**config.mk**
```make
export PLATFORM = sky130hd
export DESIGN_NAME = axi_slave_aw_w_arbiter_flat
export DESIGN_NICKNAME = d
export VERILOG_FILES = /design/src/rtl/axi_common_types_pkg.sv /design/src/rtl/axi_slave_aw_w_arbiter_if.sv /design/src/rtl/axi_arb_order_fifo.sv /design/src/rtl/axi_slave_aw_w_arbiter.sv /design/src/flat_wrapper.sv
export SDC_FILE = /design/constraint.sdc
export NUM_CORES = 1
export LEC_CHECK = 0
export CORE_MARGIN = 10
export CORE_UTILIZATION = 43
export CTS_CLUSTER_DIAMETER = 50
export DETAILED_ROUTE_END_ITERATION = 8
export PLACE_DENSITY = 0.79
export SYNTH_ARGS = -nofsm -noshare
export SYNTH_HDL_FRONTEND = slang
export SYNTH_HIERARCHICAL = 1
export SYNTH_SLANG_ARGS = --single-unit
```
**constraint.sdc**
```tcl
create_clock -name ACLK -period 3.5 [get_ports ACLK]
set_input_delay 0.35 -clock ACLK [delete_from_list [all_inputs] [get_ports ACLK]]
set_output_delay 0.35 -clock ACLK [all_outputs]
set_load 0.005 [all_outputs]
```
**src/rtl/axi_common_types_pkg.sv**
```systemverilog
// Shared types and defaults for the AXI NoC write-path arbiter slice.
//   arb_state_e : arbiter FSM states (explicit legacy encodings)
//   AXI_*       : default sizing (4 masters, 4-bit AWLEN/AWQOS, 4-deep B order FIFO)
//   idx_width   : width of a master index select (min 1 bit)
package axi_common_types_pkg;

  localparam int unsigned AXI_NUM_MASTERS = 4;
  localparam int unsigned AXI_LEN_W       = 4;
  localparam int unsigned AXI_QOS_W       = 4;
  localparam int unsigned AXI_B_DEPTH     = 4;

  typedef enum logic [1:0] {
    IDLE = 2'd0,
    ADDR = 2'd1,
    DATA = 2'd2
  } arb_state_e;

  function automatic int unsigned idx_width(input int unsigned n);
    return (n > 1) ? $clog2(n) : 1;
  endfunction

endpackage

```
**src/rtl/axi_slave_aw_w_arbiter_if.sv**
```systemverilog
// Signal bundle between the NUM_MASTERS master-side ports and one slave port
// of the write-path arbiter. Payloads (address, data, response) are muxed
// externally using aw_sel / w_sel / b_sel.
//   modport slave  : arbiter view (drives readies to masters, valids to slave)
//   modport master : environment view (masters + downstream slave)
interface axi_slave_aw_w_arbiter_if
  import axi_common_types_pkg::*;
#(
  parameter int unsigned NUM_MASTERS = AXI_NUM_MASTERS,
  parameter int unsigned LEN_W       = AXI_LEN_W,
  parameter int unsigned QOS_W       = AXI_QOS_W
);
  localparam int unsigned IDX_W = idx_width(NUM_MASTERS);

  logic [NUM_MASTERS-1:0]       m_awvalid;
  logic [NUM_MASTERS*LEN_W-1:0] m_awlen;
  logic [NUM_MASTERS*QOS_W-1:0] m_awqos;
  logic [NUM_MASTERS-1:0]       m_awready;
  logic [NUM_MASTERS-1:0]       m_wvalid;
  logic [NUM_MASTERS-1:0]       m_wlast;
  logic [NUM_MASTERS-1:0]       m_wready;
  logic [NUM_MASTERS-1:0]       m_bvalid;
  logic [NUM_MASTERS-1:0]       m_bready;
  logic                         s_awvalid;
  logic                         s_awready;
  logic                         s_wvalid;
  logic                         s_wlast;
  logic                         s_wready;
  logic                         s_bvalid;
  logic                         s_bready;
  logic [IDX_W-1:0]             aw_sel;
  logic [IDX_W-1:0]             w_sel;
  logic [IDX_W-1:0]             b_sel;
  logic                         wlast_err;

  modport slave (
    input  m_awvalid, m_awlen, m_awqos, m_wvalid, m_wlast, m_bready,
           s_awready, s_wready, s_bvalid,
    output m_awready, m_wready, m_bvalid,
           s_awvalid, s_wvalid, s_wlast, s_bready,
           aw_sel, w_sel, b_sel, wlast_err
  );

  modport master (
    output m_awvalid, m_awlen, m_awqos, m_wvalid, m_wlast, m_bready,
           s_awready, s_wready, s_bvalid,
    input  m_awready, m_wready, m_bvalid,
           s_awvalid, s_wvalid, s_wlast, s_bready,
           aw_sel, w_sel, b_sel, wlast_err
  );

endinterface

```
**src/rtl/axi_arb_order_fifo.sv**
```systemverilog
// Synchronous FIFO of master indices recording the order in which write
// bursts were completed, so B responses can be routed back in order.
//   clk/rst   : clock, synchronous active-high reset (empties the FIFO)
//   push/push_data : enqueue a master index
//   pop       : dequeue the head
//   head/empty/count : head entry, empty flag, occupancy (0..DEPTH)
// DEPTH must be a power of two >= 2 (pointers wrap naturally).
module axi_arb_order_fifo #(
  parameter  int unsigned DATA_W = 2,
  parameter  int unsigned DEPTH  = 4,
  localparam int unsigned AW     = $clog2(DEPTH),
  localparam int unsigned CNT_W  = AW + 1
) (
  input  logic              clk,
  input  logic              rst,
  input  logic              push,
  input  logic [DATA_W-1:0] push_data,
  input  logic              pop,
  output logic [DATA_W-1:0] head,
  output logic              empty,
  output logic [CNT_W-1:0]  count
);

  logic [DATA_W-1:0] mem_q [DEPTH];
  logic [AW-1:0]     wr_q, wr_d, rd_q, rd_d;
  logic [CNT_W-1:0]  cnt_q, cnt_d;

  always_comb begin
    wr_d  = wr_q;
    rd_d  = rd_q;
    cnt_d = cnt_q;
    if (push) wr_d = wr_q + 1'b1;
    if (pop)  rd_d = rd_q + 1'b1;
    case ({push, pop})
      2'b10:   cnt_d = cnt_q + 1'b1;
      2'b01:   cnt_d = cnt_q - 1'b1;
      default: cnt_d = cnt_q;
    endcase
  end

  always_ff @(posedge clk) begin
    if (rst) begin
      wr_q  <= '0;
      rd_q  <= '0;
      cnt_q <= '0;
    end else begin
      wr_q  <= wr_d;
      rd_q  <= rd_d;
      cnt_q <= cnt_d;
    end
  end

  // Storage needs no reset: the head is only consumed while non-empty.
  always_ff @(posedge clk) begin
    if (push) mem_q[wr_q] <= push_data;
  end

  assign head  = mem_q[rd_q];
  assign empty = (cnt_q == '0);
  assign count = cnt_q;

endmodule

```
**src/rtl/axi_slave_aw_w_arbiter.sv**
```systemverilog
// Per-slave write-path arbiter: picks one AW requester, forwards its AW then
// all of its W beats to the slave port, and routes each B back in burst order.
// Control only; payload muxes are external and steered by aw_sel/w_sel/b_sel.
//   ACLK   : clock (posedge)
//   ARESET : synchronous active-high reset
//   bus    : axi_slave_aw_w_arbiter_if.slave (master AW/W/B handshakes,
//            slave AW/W/B handshakes, selects, wlast_err pulse)
// Build option: define AXI_ARB_QOS_EN to pick the highest-AWQOS requester
// (ties broken in round-robin order); otherwise pure round-robin and
// m_awqos is ignored.
module axi_slave_aw_w_arbiter
  import axi_common_types_pkg::*;
#(
  parameter int unsigned NUM_MASTERS = AXI_NUM_MASTERS,
  parameter int unsigned LEN_W       = AXI_LEN_W,
  parameter int unsigned QOS_W       = AXI_QOS_W,
  parameter int unsigned B_DEPTH     = AXI_B_DEPTH
) (
  input logic                      ACLK,
  input logic                      ARESET,
  axi_slave_aw_w_arbiter_if.slave  bus
);

  localparam int unsigned IDX_W = idx_width(NUM_MASTERS);
  localparam int unsigned CNT_W = $clog2(B_DEPTH) + 1;

  arb_state_e       state_q, state_d;
  logic [IDX_W-1:0] sel_q, sel_d;
  logic [IDX_W-1:0] rr_q, rr_d;
  logic [LEN_W-1:0] cnt_q, cnt_d;
  logic [LEN_W-1:0] len_q, len_d;
  logic             wlast_err_q, wlast_err_d;

  logic [LEN_W-1:0] awlen_a [NUM_MASTERS];
  logic             win_vld;
  logic [IDX_W-1:0] win_idx;
  int unsigned      arb_idx;
  logic             beat_last;
  logic             fifo_push, fifo_pop, fifo_empty;
  logic [IDX_W-1:0] fifo_head, b_sel_w;
  logic [CNT_W-1:0] fifo_count;

  for (genvar g = 0; g < NUM_MASTERS; g++) begin : g_unpack_len
    assign awlen_a[g] = bus.m_awlen[g*LEN_W +: LEN_W];
  end

`ifdef AXI_ARB_QOS_EN
  logic [QOS_W-1:0] awqos_a [NUM_MASTERS];
  logic [QOS_W-1:0] best_qos;

  for (genvar g = 0; g < NUM_MASTERS; g++) begin : g_unpack_qos
    assign awqos_a[g] = bus.m_awqos[g*QOS_W +: QOS_W];
  end
`else
  logic unused_qos;
  assign unused_qos = ^bus.m_awqos;
`endif

  // Visit masters in round-robin order starting after rr_q. With QoS, only a
  // strictly higher priority displaces an earlier candidate, so ties fall
  // back to round-robin order.
  always_comb begin
    win_vld = 1'b0;
    win_idx = '0;
    arb_idx = 0;
`ifdef AXI_ARB_QOS_EN
    best_qos = '0;
`endif
    for (int unsigned i = 0; i < NUM_MASTERS; i++) begin
      arb_idx = 32'(rr_q) + 1 + i;
      if (arb_idx >= NUM_MASTERS) arb_idx = arb_idx - NUM_MASTERS;
      if (bus.m_awvalid[IDX_W'(arb_idx)]) begin
`ifdef AXI_ARB_QOS_EN
        if (!win_vld || (awqos_a[IDX_W'(arb_idx)] > best_qos)) begin
          win_vld  = 1'b1;
          win_idx  = IDX_W'(arb_idx);
          best_qos = awqos_a[IDX_W'(arb_idx)];
        end
`else
        if (!win_vld) begin
          win_vld = 1'b1;
          win_idx = IDX_W'(arb_idx);
        end
`endif
      end
    end
  end

  always_comb begin
    state_d       = state_q;
    sel_d         = sel_q;
    rr_d          = rr_q;
    cnt_d         = cnt_q;
    len_d         = len_q;
    wlast_err_d   = 1'b0;
    fifo_push     = 1'b0;
    beat_last     = (cnt_q == len_q);
    bus.s_awvalid = 1'b0;
    bus.m_awready = '0;
    bus.s_wvalid  = 1'b0;
    bus.s_wlast   = 1'b0;
    bus.m_wready  = '0;
    case (state_q)
      IDLE: begin
        if (win_vld && (fifo_count < CNT_W'(B_DEPTH))) begin
          sel_d   = win_idx;
          state_d = ADDR;
        end
      end
      ADDR: begin
        bus.s_awvalid        = 1'b1;
        bus.m_awready[sel_q] = bus.s_awready;
        if (bus.s_awready) begin
          cnt_d   = '0;
          len_d   = awlen_a[sel_q];
          rr_d    = sel_q;
          state_d = DATA;
        end
      end
      DATA: begin
        bus.s_wvalid        = bus.m_wvalid[sel_q];
        bus.s_wlast         = beat_last;
        bus.m_wready[sel_q] = bus.s_wready;
        if (bus.m_wvalid[sel_q] && bus.s_wready) begin
          // Burst length comes from the latched AWLEN; master WLAST is only checked.
          wlast_err_d = (bus.m_wlast[sel_q] != beat_last);
          if (beat_last) begin
            fifo_push = 1'b1;
            state_d   = IDLE;
          end else begin
            cnt_d = cnt_q + 1'b1;
          end
        end
      end
      default: state_d = IDLE;
    endcase
  end

  always_comb begin
    b_sel_w      = fifo_empty ? '0 : fifo_head;
    bus.b_sel    = b_sel_w;
    bus.m_bvalid = '0;
    bus.m_bvalid[b_sel_w] = bus.s_bvalid & ~fifo_empty;
    bus.s_bready = bus.m_bready[b_sel_w] & ~fifo_empty;
    fifo_pop     = bus.s_bvalid & bus.m_bready[b_sel_w] & ~fifo_empty;
  end

  assign bus.aw_sel    = sel_q;
  assign bus.w_sel     = sel_q;
  assign bus.wlast_err = wlast_err_q;

  always_ff @(posedge ACLK) begin
    if (ARESET) begin
      state_q     <= IDLE;
      sel_q       <= '0;
      rr_q        <= IDX_W'(NUM_MASTERS - 1);
      cnt_q       <= '0;
      len_q       <= '0;
      wlast_err_q <= 1'b0;
    end else begin
      state_q     <= state_d;
      sel_q       <= sel_d;
      rr_q        <= rr_d;
      cnt_q       <= cnt_d;
      len_q       <= len_d;
      wlast_err_q <= wlast_err_d;
    end
  end

  axi_arb_order_fifo #(
    .DATA_W (IDX_W),
    .DEPTH  (B_DEPTH)
  ) u_order_fifo (
    .clk       (ACLK),
    .rst       (ARESET),
    .push      (fifo_push),
    .push_data (sel_q),
    .pop       (fifo_pop),
    .head      (fifo_head),
    .empty     (fifo_empty),
    .count     (fifo_count)
  );

endmodule

```
**src/flat_wrapper.sv**
```systemverilog
// flat-port wrapper written by rule: the top's interface ports become plain ports
module axi_slave_aw_w_arbiter_flat import axi_common_types_pkg::*;
#(
  parameter int unsigned NUM_MASTERS = AXI_NUM_MASTERS,
  parameter int unsigned LEN_W       = AXI_LEN_W,
  parameter int unsigned QOS_W       = AXI_QOS_W,
  parameter int unsigned B_DEPTH     = AXI_B_DEPTH
)
  (ACLK, ARESET, bus_m_awvalid, bus_m_awlen, bus_m_awqos, bus_m_wvalid, bus_m_wlast, bus_m_bready, bus_s_awready, bus_s_wready, bus_s_bvalid, bus_m_awready, bus_m_wready, bus_m_bvalid, bus_s_awvalid, bus_s_wvalid, bus_s_wlast, bus_s_bready, bus_aw_sel, bus_w_sel, bus_b_sel, bus_wlast_err);
  axi_slave_aw_w_arbiter_if #(.NUM_MASTERS(NUM_MASTERS), .LEN_W(LEN_W), .QOS_W(QOS_W)) bus_i ();
  input logic ACLK;
  input logic ARESET;
  input wire logic [$bits(bus_i.m_awvalid)-1:0] bus_m_awvalid;
  input wire logic [$bits(bus_i.m_awlen)-1:0] bus_m_awlen;
  input wire logic [$bits(bus_i.m_awqos)-1:0] bus_m_awqos;
  input wire logic [$bits(bus_i.m_wvalid)-1:0] bus_m_wvalid;
  input wire logic [$bits(bus_i.m_wlast)-1:0] bus_m_wlast;
  input wire logic [$bits(bus_i.m_bready)-1:0] bus_m_bready;
  input wire logic [$bits(bus_i.s_awready)-1:0] bus_s_awready;
  input wire logic [$bits(bus_i.s_wready)-1:0] bus_s_wready;
  input wire logic [$bits(bus_i.s_bvalid)-1:0] bus_s_bvalid;
  output wire logic [$bits(bus_i.m_awready)-1:0] bus_m_awready;
  output wire logic [$bits(bus_i.m_wready)-1:0] bus_m_wready;
  output wire logic [$bits(bus_i.m_bvalid)-1:0] bus_m_bvalid;
  output wire logic [$bits(bus_i.s_awvalid)-1:0] bus_s_awvalid;
  output wire logic [$bits(bus_i.s_wvalid)-1:0] bus_s_wvalid;
  output wire logic [$bits(bus_i.s_wlast)-1:0] bus_s_wlast;
  output wire logic [$bits(bus_i.s_bready)-1:0] bus_s_bready;
  output wire logic [$bits(bus_i.aw_sel)-1:0] bus_aw_sel;
  output wire logic [$bits(bus_i.w_sel)-1:0] bus_w_sel;
  output wire logic [$bits(bus_i.b_sel)-1:0] bus_b_sel;
  output wire logic [$bits(bus_i.wlast_err)-1:0] bus_wlast_err;
  assign bus_i.m_awvalid = bus_m_awvalid;
  assign bus_i.m_awlen = bus_m_awlen;
  assign bus_i.m_awqos = bus_m_awqos;
  assign bus_i.m_wvalid = bus_m_wvalid;
  assign bus_i.m_wlast = bus_m_wlast;
  assign bus_i.m_bready = bus_m_bready;
  assign bus_i.s_awready = bus_s_awready;
  assign bus_i.s_wready = bus_s_wready;
  assign bus_i.s_bvalid = bus_s_bvalid;
  assign bus_m_awready = bus_i.m_awready;
  assign bus_m_wready = bus_i.m_wready;
  assign bus_m_bvalid = bus_i.m_bvalid;
  assign bus_s_awvalid = bus_i.s_awvalid;
  assign bus_s_wvalid = bus_i.s_wvalid;
  assign bus_s_wlast = bus_i.s_wlast;
  assign bus_s_bready = bus_i.s_bready;
  assign bus_aw_sel = bus_i.aw_sel;
  assign bus_w_sel = bus_i.w_sel;
  assign bus_b_sel = bus_i.b_sel;
  assign bus_wlast_err = bus_i.wlast_err;
  axi_slave_aw_w_arbiter #(.NUM_MASTERS(NUM_MASTERS), .LEN_W(LEN_W), .QOS_W(QOS_W), .B_DEPTH(B_DEPTH)) u_core (.ACLK(ACLK), .ARESET(ARESET), .bus(bus_i));
endmodule
```
======== Word-level counts from Yosys, hierarchy flattened ========
Memory sizes are Yosys's and may differ from the RTL's. A register that Yosys moved wholly into a read port is not among the register bits.
Index checks and enable logic that the tools add are counted.
storage, ports and cells
  bits in writable memories ............... 8
  input port bits ......................... 53
  bits in registers ....................... 22
  memories kept ........................... 1
memories
  name                       depth  width  rd ports  clocked after memory_dff  wr ports  line                      RTL
  u_core.u_order_fifo.mem_q  4      2      1         1                         1         axi_arb_order_fifo.sv:24  logic [DATA_W-1:0] mem_q [DEPTH];
cells by class
  reductions and logical operators ........ 13
  equal/unequal tests ..................... 11
  magnitude comparators ................... 14
  add/sub/neg operators ................... 13
  bitwise gates (word level) .............. 11
  muxes and demuxes ....................... 59
operators with widths
  operator             number
  $ge 32x3->1 const B  3
  $mux 2               18
  $mux 4               7
  $mux 1               21
  $lt 2x3->1 const B   6
  $bmux 1 s2           7
  $and 4x4->4          3
  $add 3x2->4 const B  2
  $bmux 4 s2           1
  $pmux 4 s2           1
  $reduce_and 4->1     2
  $sub 2x1->2 const B  4
  $ge 3x3->1 const B   2
  $ne 2x1->1 const B   3
  $pmux 2 s3           1
  $pmux 3 s2           1
  $add 2x1->2 const B  2
  $add 3x1->4 const B  1
  $add 4x1->4 const B  1
  $and 1x1->1          4
  $demux 1 s2          2
  $eq 2x1->1 const B   2
  $eq 2x2->1 const B   2
  $eq 4x4->1           1
  15 further kinds     24

======== Logic depth before layout (Yosys ltp) ========
Gate-level depths: netlist of run 1.
  depth after elaboration ................. 12
  mapped depth ............................ 10
  mapped depth without buffers ............ 10

======== Cells and area by module ========
The synthesis of run 1 kept the hierarchy.
by module, submodules not included
  module                  times used  cells each  area each (um^2)
  axi_slave_aw_w_arbiter  1           145         1196.1
  axi_arb_order_fifo      1           56          713.2

======== Least setup slack after synthesis of run 1 ========
OpenSTA, ideal clock, no wires.
  kind .................................... flip-flop to flip-flop
  from .................................... reg (tool-made name)
  to ...................................... reg u_core.u_order_fifo.cnt_q[2], in the netlist u_core/u_order_fifo/count[2]
  arrival ................................. 2768 ps
  required time ........................... 3430 ps
  path buffers ............................ 0
  setup time .............................. 70 ps
  path slack .............................. 662 ps
  clock period less this slack ............ 2838 ps
  cell stages (with the launch flop) ...... 11
  cell sequence ........................... dfxtp_1 > mux4_2 > mux4_2 > nor2b_1 > and2_1 > ha_1 > inv_1 > fa_1 > xor2_1 > or3_1 > a21oi_1
RTL lines
  item                  line                      RTL
  to (signal assigned)  axi_arb_order_fifo.sv:49  cnt_q <= cnt_d;
  to (decl)             axi_arb_order_fifo.sv:26  logic [CNT_W-1:0] cnt_q, cnt_d;

==> metrics.cfg, run 1 <==
[yosys]
ys_types = 45
synthTopCellsByCount = nor2_1 (28), dfxtp_1 (24), nand2_1 (17)
synth_top_area_share_pct = 25.2
synth_edf_count = 8
syn_avg_cell_area_um2 = 9.50
syn-num-nets = 262
synthCells = 201
synthArstFlopShare_pct = 0
post-synth-top-count-cell = nor2_1
yosysWarnings = 6
syn_area_mm2 = 0.00191
synthFlopType = dfxtp_1
synth_top_cell_by_area = dfxtp_1
ys_seq_elements = 32
netlist_top_cells_area = dfxtp_1 (25%), edfxtp_1 (13%), mux4_2 (9.4%), nor2_1 (5.5%), ha_1 (4.6%)
ys_seq_area_share_pct = 37.7

[timing]
max_freq_mhz = 337
clock_skew_ns = 0.00641
min_period_ns = 2.97
rsz0062_at_grt = false
hold_viol = 0
worst_pin_slew_ns = 0.843
fin_setup_tns_ns = 0
maxSlewViolCount = 0
period_share_pct = 84.9
timing.slew.headroom_pct = 43.6
setup_viol = 0

[cells_and_area]
drive_above_1_share_pct = 8.85
final_cells = 312
stdcell_area_mm2 = 0.00264
area_delta_synth_final_pct = 38.3
multi_input_area_mm2 = 0.00110
seq_area_um2 = 721
antenna_cells = 0
layout.nets = 320
n_fill_cell = 371

[placed_design]
dp.cells = 304
hpwl_mm = 3.63
place.gp.congestion = 0.807
port_buffers = 59
postPlaceCellArea_mm2 = 0.00253

[critical_path]
regToRegSetupSlack_ns = 0.53
worst-setup-path-type = register to register
arrival_ns = 3.17
path_max_fanout = 4
critPathRequiredTime_ns = 3.70
start_kind = register
setup.worst_path.end_class = register

[grt]
overflow = 0
grtUsageTotal_pct = 12.6
grt_pass1_wl_mm = 7.69
antenna_found_initial = 0
grt_max_degree = 25
grt_pass1_vias = 1627

[clock_tree]
clk_latency_ns = 0.29
post-cts-setup-buffers = 0
clk_pin_slew_worst_paths_ns = 0.07
ctsResizeCount = 0
clock_tree.htree_level_count = 2
cts_tree = built
root_buffer = clkbuf_8
clkSinkCount = 32
cts_buffer_depth = 2
postCtsHoldBufs = 0
cts_buffers = 5

[power]
power_leakage_nw = 0.953
irDropWorstVdd_v = 0.000234
p_total_w = 0.000976
powerDensity_mw_per_mm2 = 370

[routing]
antenna_left = 0
wl_per_cell_um = 14.9
viasPerCell = 5.29
routed_wl_mm = 4.65
vias = 1652
drt_iter0_markers = 85
drc_errors = 0
drtPass1Iterations = 4

[floorplanning]
fp.coreArea_mm2 = 0.00432
initial_core_util_pct = 44.2
die_area_mm2 = 0.00751
pin_count = 76
die_h_um = 86.6
fp-row-count = 24
dieWidth_um = 86.6

[run_status]
status = finished, final reports clean

[hold_path]
hold_path.class = register to register

[job]
cap_violations = 0

[layout make-up]
| cell class | count | share of cell area (%) |
|---|---|---|
| clock buffers | 5 | 2.61 |
| clock inverters | 3 | 1.61 |
| inverters | 11 | 1.56 |
| multi-input cells | 148 | 41.5 |
| flip-flops and latches | 32 | 27.3 |
| well taps | 52 | 2.46 |
| repair buffers | 61 | 22.9 |
[worst paths after layout]
check | from | to | cells past startpoint
hold reg to reg | u_core/len_q[0] | u_core/len_q[0] | 2
setup / recovery | register | u_core/u_order_fifo/count[2] | 10
hold / removal | u_core/len_q[0] | u_core/len_q[0] | 2
setup reg to reg | register | u_core/u_order_fifo/count[2] | 10
[state kept, by name, summed over array words and instances (netlist names), 2 cells and up, named ones only]
signal                     cells
u_core/u_order_fifo/mem_q      8
u_core/cnt_q                   4
u_core/len_q                   4
u_core/u_order_fifo/count      3
u_core/bus.aw_sel              2
u_core/rr_q                    2
u_core/state_q                 2
u_core/u_order_fifo/rd_q       2
u_core/u_order_fifo/wr_q       2
[kinds of logic (layout without fill, tap and decap cells)]
family	count (synthesis)	count (layout)	share of synthesized area (%)
and+or+nand+nor	83	83	21.0
DFF	32	32	37.7
AOI/OAI and AO/OA	31	31	11.7
buffers and inverters	21	80	4.85
muxes	14	14	13.6
xor gates and xnor gates	12	12	5.50
adders and majority gates	8	8	5.64
[placed cells by master, fill, tap and decap left out, drive strengths merged, types with 2 or more instances in the layout]
cell type      instances
nand2b                 7
xnor2                  4
and2                   7
nor2                  28
clkbuf                 5
a21oi                 14
edfxtp                 8
xor2                   8
nand3                  3
dfxtp                 24
mux4                   9
ha                     7
mux2                   2
clkdlybuf4s50         59
o211ai                 3
o41ai                  2
nor2b                  4
inv                   11
a211oi                 3
mux2i                  3
nand2                 17
nor3                   8
buf                    2
nand3b                 2
[metal layers]
| metal | track usage, % | share of wire, % | vias up | wire length [um] |
|---|---|---|---|---|
| met4 | 3.68 | 1.1 | 0 | 49 |
| met2 | 20.4 | 50 | 48 | 2300 |
| li1 | - | - | 824 | - |
| met1 | 14.1 | 40 | 773 | 1860 |
| met5 | 0 | 0 | - | 0 |
| met3 | 6.75 | 9.3 | 7 | 434 |
[worst max-delay path: stages (launching register included)]
cell and delay [ns]:
dfxtp_1 0.38, mux4_2 0.57, mux4_2 0.35, nor2b_1 0.14, and2_1 0.21, ha_1 0.20, inv_1 0.06, fa_1 0.37
xor2_1 0.17, or3_1 0.30, a21oi_1 0.13
[stage by stage]
| step | setup slack [ns] | util (%) | hold WS, ns |
|---|---|---|---|
| after floorplan | 0.662 | - | 0.427 |
| after global placement | 0.576 | 58.5 | 0.456 |
| after detailed placement | 0.544 | 58.5 | 0.463 |
| after CTS | 0.511 | 61.1 | 0.473 |
| after global routing | 0.301 | 61.1 | 0.504 |
| final | 0.530 | 61.1 | 0.471 |
[power by group]
part	internal [W]	switching, W
registers	0.000394	0.0000134
logic	0.000122	0.0000980
clock network	0.000210	0.000138
total	0.000726	0.000250
Power figures use the tool's default switching activity.
==> inputs of run 2 (changes only) <==
==> constraint.sdc (replaced) <==
create_clock -name ACLK -period 2.9 [get_ports ACLK]
set_input_delay 0.29 -clock ACLK [delete_from_list [all_inputs] [get_ports ACLK]]
set_output_delay 0.29 -clock ACLK [all_outputs]
set_load 0.005 [all_outputs]
==> run 2 against run 1 <==
Against the previous run:
- critical path depth is the same
- highest routed layer unchanged
- register-to-register slack got worse by 0.44 ns
- sequential power increased by 21%
- wire length rose by 0.69%
- count of clock-buffer cells in the layout stayed put
- clock power fell by 6.3%
- design area is 1.5% higher
- global-route usage rose by 0.18 points
- combinational power up 22%
==> metrics.cfg, run 2 (synthesis results as in run 1) <==
[hold_path]
hold-path-endpoint = u_core/len_q[0]
hp-start = u_core/len_q[0]
hold_path.class = register to register
min_path_cells = 2  ; unchanged

[clock_tree]
clk_pin_slew_worst_paths_ns = 0.07  ; about the same
cts_tree = built
clock_tree.htree_level_count = 2  ; unchanged
cts_buffers = 5  ; unchanged
postCtsHoldBufs = 0  ; unchanged
clk_latency_ns = 0.28  ; about the same
clkSinkCount = 32  ; unchanged
cts_buffer_depth = 2  ; unchanged
root_buffer = clkbuf_8

[timing]
clock_skew_ns = 0.00289  ; -0.00353 ns
setup_viol = 0  ; unchanged
max_freq_mhz = 356  ; +5.7%
hold_viol = 0  ; unchanged
min_period_ns = 2.81  ; -0.159 ns
rsz0062_at_grt = true
maxSlewViolCount = 0  ; unchanged
worst_pin_slew_ns = 0.906  ; +0.0632 ns
timing.slew.headroom_pct = 39.4  ; -4.2 points
period_share_pct = 96.9  ; +12 points

[floorplanning]
pin_count = 76  ; unchanged
die_area_mm2 = 0.00751  ; unchanged
initial_core_util_pct = 44.2  ; unchanged
fp-row-count = 24  ; unchanged
fp.coreArea_mm2 = 0.00432  ; unchanged
dieWidth_um = 86.6  ; unchanged
die_h_um = 86.6  ; unchanged

[placed_design]
hpwl_mm = 3.61  ; -0.61%
place.gp.congestion = 0.798  ; -1.1%
dp.cells = 308  ; +1.3%
port_buffers = 59  ; unchanged

[run_status]
status = finished, final reports clean

[critical_path]
cpPeakStageDelay_ns = 0.55  ; -0.02 ns
r2r_end = u_core/u_order_fifo/count[2]
crit_top_cell = mux4_2
worst-setup-path-type = register to register
critPathRequiredTime_ns = 3.11  ; -0.59 ns
slowest_stage = mux4_2
path_max_fanout = 4  ; unchanged
crit_chain = mux4_2 > mux4_2 > nor2b_4 > and2_4 > ha_4 > inv_1 > fa_2 > xor2_1 > or3_1 > a21oi_2
start_kind = register
worstRegToRegCells = 10  ; unchanged
setup.worst_path.end_class = register
regToRegSetupSlack_ns = 0.09  ; -0.44 ns
arrival_ns = 3.02  ; -0.15 ns

[power]
power_leakage_nw = 0.980  ; +2.8%
powerDensity_mw_per_mm2 = 406  ; +9.8%
irDropWorstVdd_v = 0.000222  ; -5.4%

[cells_and_area]
antenna_cells = 0  ; unchanged
drive_above_1_share_pct = 12.5  ; +3.6 points
area_delta_synth_final_pct = 40.3
largest_reg_flops = 8  ; unchanged
final_core_util_pct = 62.0  ; +0.90 points
layout.nets = 325  ; +1.6%
final_common_cell = clkdlybuf4s50_1
final_cells = 317  ; +1.6%
reg_top3 = u_core/u_order_fifo/mem_q x8, u_core/cnt_q x4, u_core/len_q x4
regMostFlops = u_core/u_order_fifo/mem_q
layout_common_cells = clkdlybuf4s50_1 (59), nor2_1 (28), dfxtp_1 (23)

[routing]
drc_errors = 0  ; unchanged
viasPerCell = 5.30  ; about the same
vias = 1680  ; +1.7%
wl_per_cell_um = 14.8  ; -0.90%
routed_wl_mm = 4.68  ; +0.69%
drt_iter0_markers = 38  ; -55%
drtPass1Iterations = 4  ; unchanged
antenna_left = 0  ; unchanged

[grt]
grt_max_degree = 25  ; unchanged
overflow = 0  ; unchanged
grtUsageTotal_pct = 12.8  ; +0.18 points
grt_pass1_wl_mm = 7.87  ; +2.4%
grt_pass1_vias = 1657  ; +1.8%
antenna_found_initial = 0  ; unchanged

[job]
cap_violations = 0  ; unchanged

==> run 2: what timing repair did <==
item                                    CTS  global route
endpoints found under the setup margin    1             1
setup buffers                             0             1
gates resized for setup                   3             5
pin swaps                                 1             3
==> run 2: where the power goes <==
| group | switching [W] | leakage, nW | total (W) | internal [W] |
|---|---|---|---|---|
| sequential | 0.0000166 | 0.271 | 0.000492 | 0.000476 |
| clock | 0.000164 | 0.0453 | 0.000327 | 0.000163 |
| combinational | 0.000118 | 0.664 | 0.000268 | 0.000150 |
==> run 2: layer usage <==
layer / vias up / part of all wire, % / global-route usage (%)
li1: 838 / - / -
met1: 787 / 40 / 13.6
met2: 49 / 50 / 21.5
met3: 6 / 9.5 / 7.32
met4: 0 / 0.83 / 3.09
met5: - / 0 / 0
==> run 2: layout make-up <==
| cell class | count | area [um^2] |
|---|---|---|
| Clock buffer | 5 | 68.8 |
| Clock inverter | 3 | 13.8 |
| Fill cell | 381 | 1650 |
| Inverter | 11 | 41.3 |
| Multi-Input combinational cell | 148 | 1120 |
| Sequential cell | 32 | 722 |
| Tap cell | 52 | 65.1 |
| Timing Repair Buffer | 66 | 643 |
==> run 2: worst max-delay path: cells and delay by family, from the launching register on <==
family | cells | cell delay, ns
muxes | 2 | 0.90
and+or+nand+nor | 3 | 0.69
adders and majority gates | 2 | 0.45
DFF | 1 | 0.35
xor gates and xnor gates | 1 | 0.17
AOI/OAI and AO/OA | 1 | 0.12
buffers and inverters | 1 | 0.05
==> run 2: metrics by stage <==
step | setup TNS [ns] | hold WS (ns) | area (um^2) | total power, W | setup slack (ns)
2_1_floorplan | 0 | 0.367 | 1910 | 0.000654 | 0.0618
3_3_place_gp | 0 | 0.459 | 2560 | 0.000764 | 0.0597
3_5_place_dp | -0.0199 | 0.463 | 2560 | 0.000768 | -0.0199
4_1_cts | 0 | 0.473 | 2650 | 0.00109 | 0.0406
5_1_grt | -0.0293 | 0.479 | 2680 | 0.00115 | -0.0293
6_report | 0 | 0.469 | 2680 | 0.00109 | 0.0895
==> run 2: how the worst max path moves through the flow <==
stage | start | cells past startpoint | slack, ns | to
floorplan | register | 10 | 0.06 | u_core/u_order_fifo/count[2]
global placement | register | 10 | 0.06 | u_core/u_order_fifo/count[2]
finish | register | 10 | 0.09 | u_core/u_order_fifo/count[2]
global route | register | 10 | -0.03 | u_core/u_order_fifo/count[2]
CTS | register | 10 | 0.04 | u_core/u_order_fifo/count[2]
detailed placement | register | 10 | -0.02 | u_core/u_order_fifo/count[2]
==> inputs of run 3 (changes only) <==
--- a/config.mk
+++ b/config.mk
@@ -10,6 +10,7 @@
 export CTS_CLUSTER_DIAMETER = 50
 export DETAILED_ROUTE_END_ITERATION = 8
 export PLACE_DENSITY = 0.79
+export REMOVE_ABC_BUFFERS = 1
 export SYNTH_ARGS = -nofsm -noshare
 export SYNTH_HDL_FRONTEND = slang
 export SYNTH_HIERARCHICAL = 1
==> run 3 against run 2 <==
Against the previous run:
- wire length is 4.4% lower
- flip-flop and latch count stayed put
- count of clock-buffer cells in the layout stayed put
- fmax is 0.99% higher
- combinational power is 1% lower
- largest power group unchanged
==> metrics.cfg, run 3 (synthesis results as in run 1) <==
[cells_and_area]
layout.nets = 323  ; -0.62%
drive_above_1_share_pct = 11.8  ; -0.67 points
layout_common_cells = clkdlybuf4s50_1 (59), nor2_1 (28), dfxtp_1 (23)
regMostFlops = u_core/u_order_fifo/mem_q
largest_reg_flops = 8  ; unchanged
reg_top3 = u_core/u_order_fifo/mem_q x8, u_core/cnt_q x4, u_core/len_q x4
stdcell_area_mm2 = 0.00266  ; -0.79%
area_delta_synth_final_pct = 39.2
final_common_cell = clkdlybuf4s50_1
multi_input_area_mm2 = 0.00111  ; -1.2%
antenna_cells = 0  ; unchanged
n_fill_cell = 383  ; +0.52%
seq_area_um2 = 724  ; +0.35%

[grt]
overflow = 0  ; unchanged
antenna_found_initial = 0  ; unchanged
grt_pass1_wl_mm = 7.69  ; -2.4%
grt_pass1_vias = 1698  ; +2.5%
grt_max_degree = 25  ; unchanged
grtUsageTotal_pct = 12.4  ; -0.45 points

[routing]
routed_wl_mm = 4.48  ; -4.4%
viasPerCell = 5.25  ; -0.92%
drt_iter0_markers = 96  ; +150%
antenna_left = 0  ; unchanged
drtPass1Iterations = 4  ; unchanged
vias = 1654  ; -1.5%
drc_errors = 0  ; unchanged
wl_per_cell_um = 14.2  ; -3.8%

[clock_tree]
cts_buffers = 5  ; unchanged
clk_latency_ns = 0.28  ; about the same
cts_buffer_depth = 2  ; unchanged
clk_pin_slew_worst_paths_ns = 0.07  ; about the same
cts_tree = built
clock_tree.htree_level_count = 2  ; unchanged
root_buffer = clkbuf_8
clkSinkCount = 32  ; unchanged
postCtsHoldBufs = 0  ; unchanged

[critical_path]
crit_top_cell = mux4_2
worst-setup-path-type = register to register
setup.worst_path.end_class = register
critPathRequiredTime_ns = 3.09  ; -0.02 ns
crit_chain = mux4_2 > mux4_2 > nor2b_4 > and2_4 > ha_2 > inv_1 > fa_2 > xor2_1 > or3_1 > a21oi_1
arrival_ns = 2.97  ; -0.05 ns
cpPeakStageDelay_ns = 0.55  ; about the same
path_max_fanout = 4  ; unchanged
slowest_stage = mux4_2
start_kind = register

[timing]
clock_skew_ns = 0.00386  ; +0.000971 ns
setup_viol = 0  ; unchanged
hold-worst-slack_ns = 0.469  ; +0.000162 ns
worst_pin_slew_ns = 0.867  ; -0.0392 ns
maxSlewViolCount = 0  ; unchanged
setup_slack_ns = 0.117  ; +0.0276 ns
period_share_pct = 96.0  ; -0.95 points
hold_viol = 0  ; unchanged
rsz0062_at_grt = false
timing.slew.headroom_pct = 42.0  ; +2.6 points
min_period_ns = 2.78  ; -0.0276 ns
max_freq_mhz = 359  ; +0.99%
fin_setup_tns_ns = 0  ; unchanged

[power]
power_leakage_nw = 0.970  ; -1.0%
irDropWorstVdd_v = 0.000261  ; +18%
p_clk_share_pct = 30.4  ; +0.3 points
powerDensity_mw_per_mm2 = 408  ; +0.55%
combPwrFrac_pct = 24.3  ; -0.4 points
p_total_w = 0.00108  ; -0.25%
seq_power_share_pct = 45.3  ; about the same
switchingPower_w = 0.000295  ; -1.4%
internal-power_w = 0.000790  ; +0.18%
sw_frac_of_total_pct = 27.2  ; -0.31 points

[run_status]
status = finished, final reports clean

[floorplanning]
die_area_mm2 = 0.00751  ; unchanged
die_h_um = 86.6  ; unchanged
initial_core_util_pct = 44.2  ; unchanged
fp.coreArea_mm2 = 0.00432  ; unchanged
dieWidth_um = 86.6  ; unchanged
pin_count = 76  ; unchanged
fp-row-count = 24  ; unchanged

[job]
cap_violations = 0  ; unchanged

[placed_design]
hpwl_mm = 3.47  ; -3.8%
place_ws_ns = -0.0111  ; +0.00883 ns
postPlaceCellArea_mm2 = 0.00255  ; -0.29%
port_buffers = 59  ; unchanged
place.gp.congestion = 0.807  ; +1.1%

[hold_path]
hold_path.class = register to register

run 3: changes by cell type in the layout (fill, tap and decap cells not counted):
| cell | change |
|---|---|
| ha_2 | +1 |
| buf_4 | -2 |
| clkinv_4 | +1 |
| a21oi_1 | +1 |
| ha_4 | -1 |
| a21oi_2 | -1 |
| clkinv_1 | -1 |
| dfxtp_4 | +1 |
| dfxtp_2 | -1 |
run 3: metrics by stage:
stage / std cells / util [%]
final: 315 / 61.5
after global routing: 315 / 61.5
after CTS: 315 / 61.1
after detailed placement: 307 / 59.0
after global placement: 307 / 59.0
after floorplan: 191 / -
run 3: power by group through the flow:
stage / combinational [W] / clock [W] / sequential (W)
2_1_floorplan: 0.000127 / 0 / 0.000512
3_3_place_gp: 0.000260 / 0 / 0.000502
3_5_place_dp: 0.000264 / 0 / 0.000502
4_1_cts: 0.000266 / 0.000337 / 0.000492
5_1_grt: 0.000289 / 0.000362 / 0.000494
6_report: 0.000264 / 0.000330 / 0.000491
run 3: path summary, 6_finish.rpt:
kind                            slack, ns             from  cells past startpoint                            to
worst max-delay path                 0.12         register                     10  u_core/u_order_fifo/count[2]
worst min-delay path                 0.47  u_core/len_q[1]                      2               u_core/len_q[1]
worst max register to register       0.12         register                     10  u_core/u_order_fifo/count[2]
worst min register to register       0.47  u_core/len_q[1]                      2               u_core/len_q[1]
run 3: final cells by class:
class | count | area share (%)
clock buffer | 5 | 2.59
tap | 52 | 2.45
timing repair buffer | 64 | 23.6
clock inverter | 3 | 0.706
sequential | 32 | 27.3
multi-input combinational | 148 | 41.8
inverter | 11 | 1.55
run 3: worst max-delay path: cells and delay by family, from the launching register on:
family                     cells  cell delay (ns)
AOI/OAI and AO/OA              1             0.14
xor gates and xnor gates       1             0.17
adders and majority gates      2             0.49
buffers and inverters          1             0.05
DFF                            1             0.36
muxes                          2             0.90
and+or+nand+nor                3             0.59
run 3: layer usage:
metal / vias to the layer above / track usage (%) / part of all wire, % / wire, um
met2: 66 / 20.1 / 46 / 2040
met4: 0 / 4.27 / 1.1 / 51
li1: 831 / - / - / -
met3: 5 / 6.94 / 12 / 541
met1: 752 / 13.2 / 41 / 1850
met5: - / 0 / 0 / 0
run 3: timing repair:
action / CTS / global route
resized for setup: 1 / 6
setup endpoints to repair: 1 / 1
gates cloned: 0 / 0
setup buffers: 0 / 0
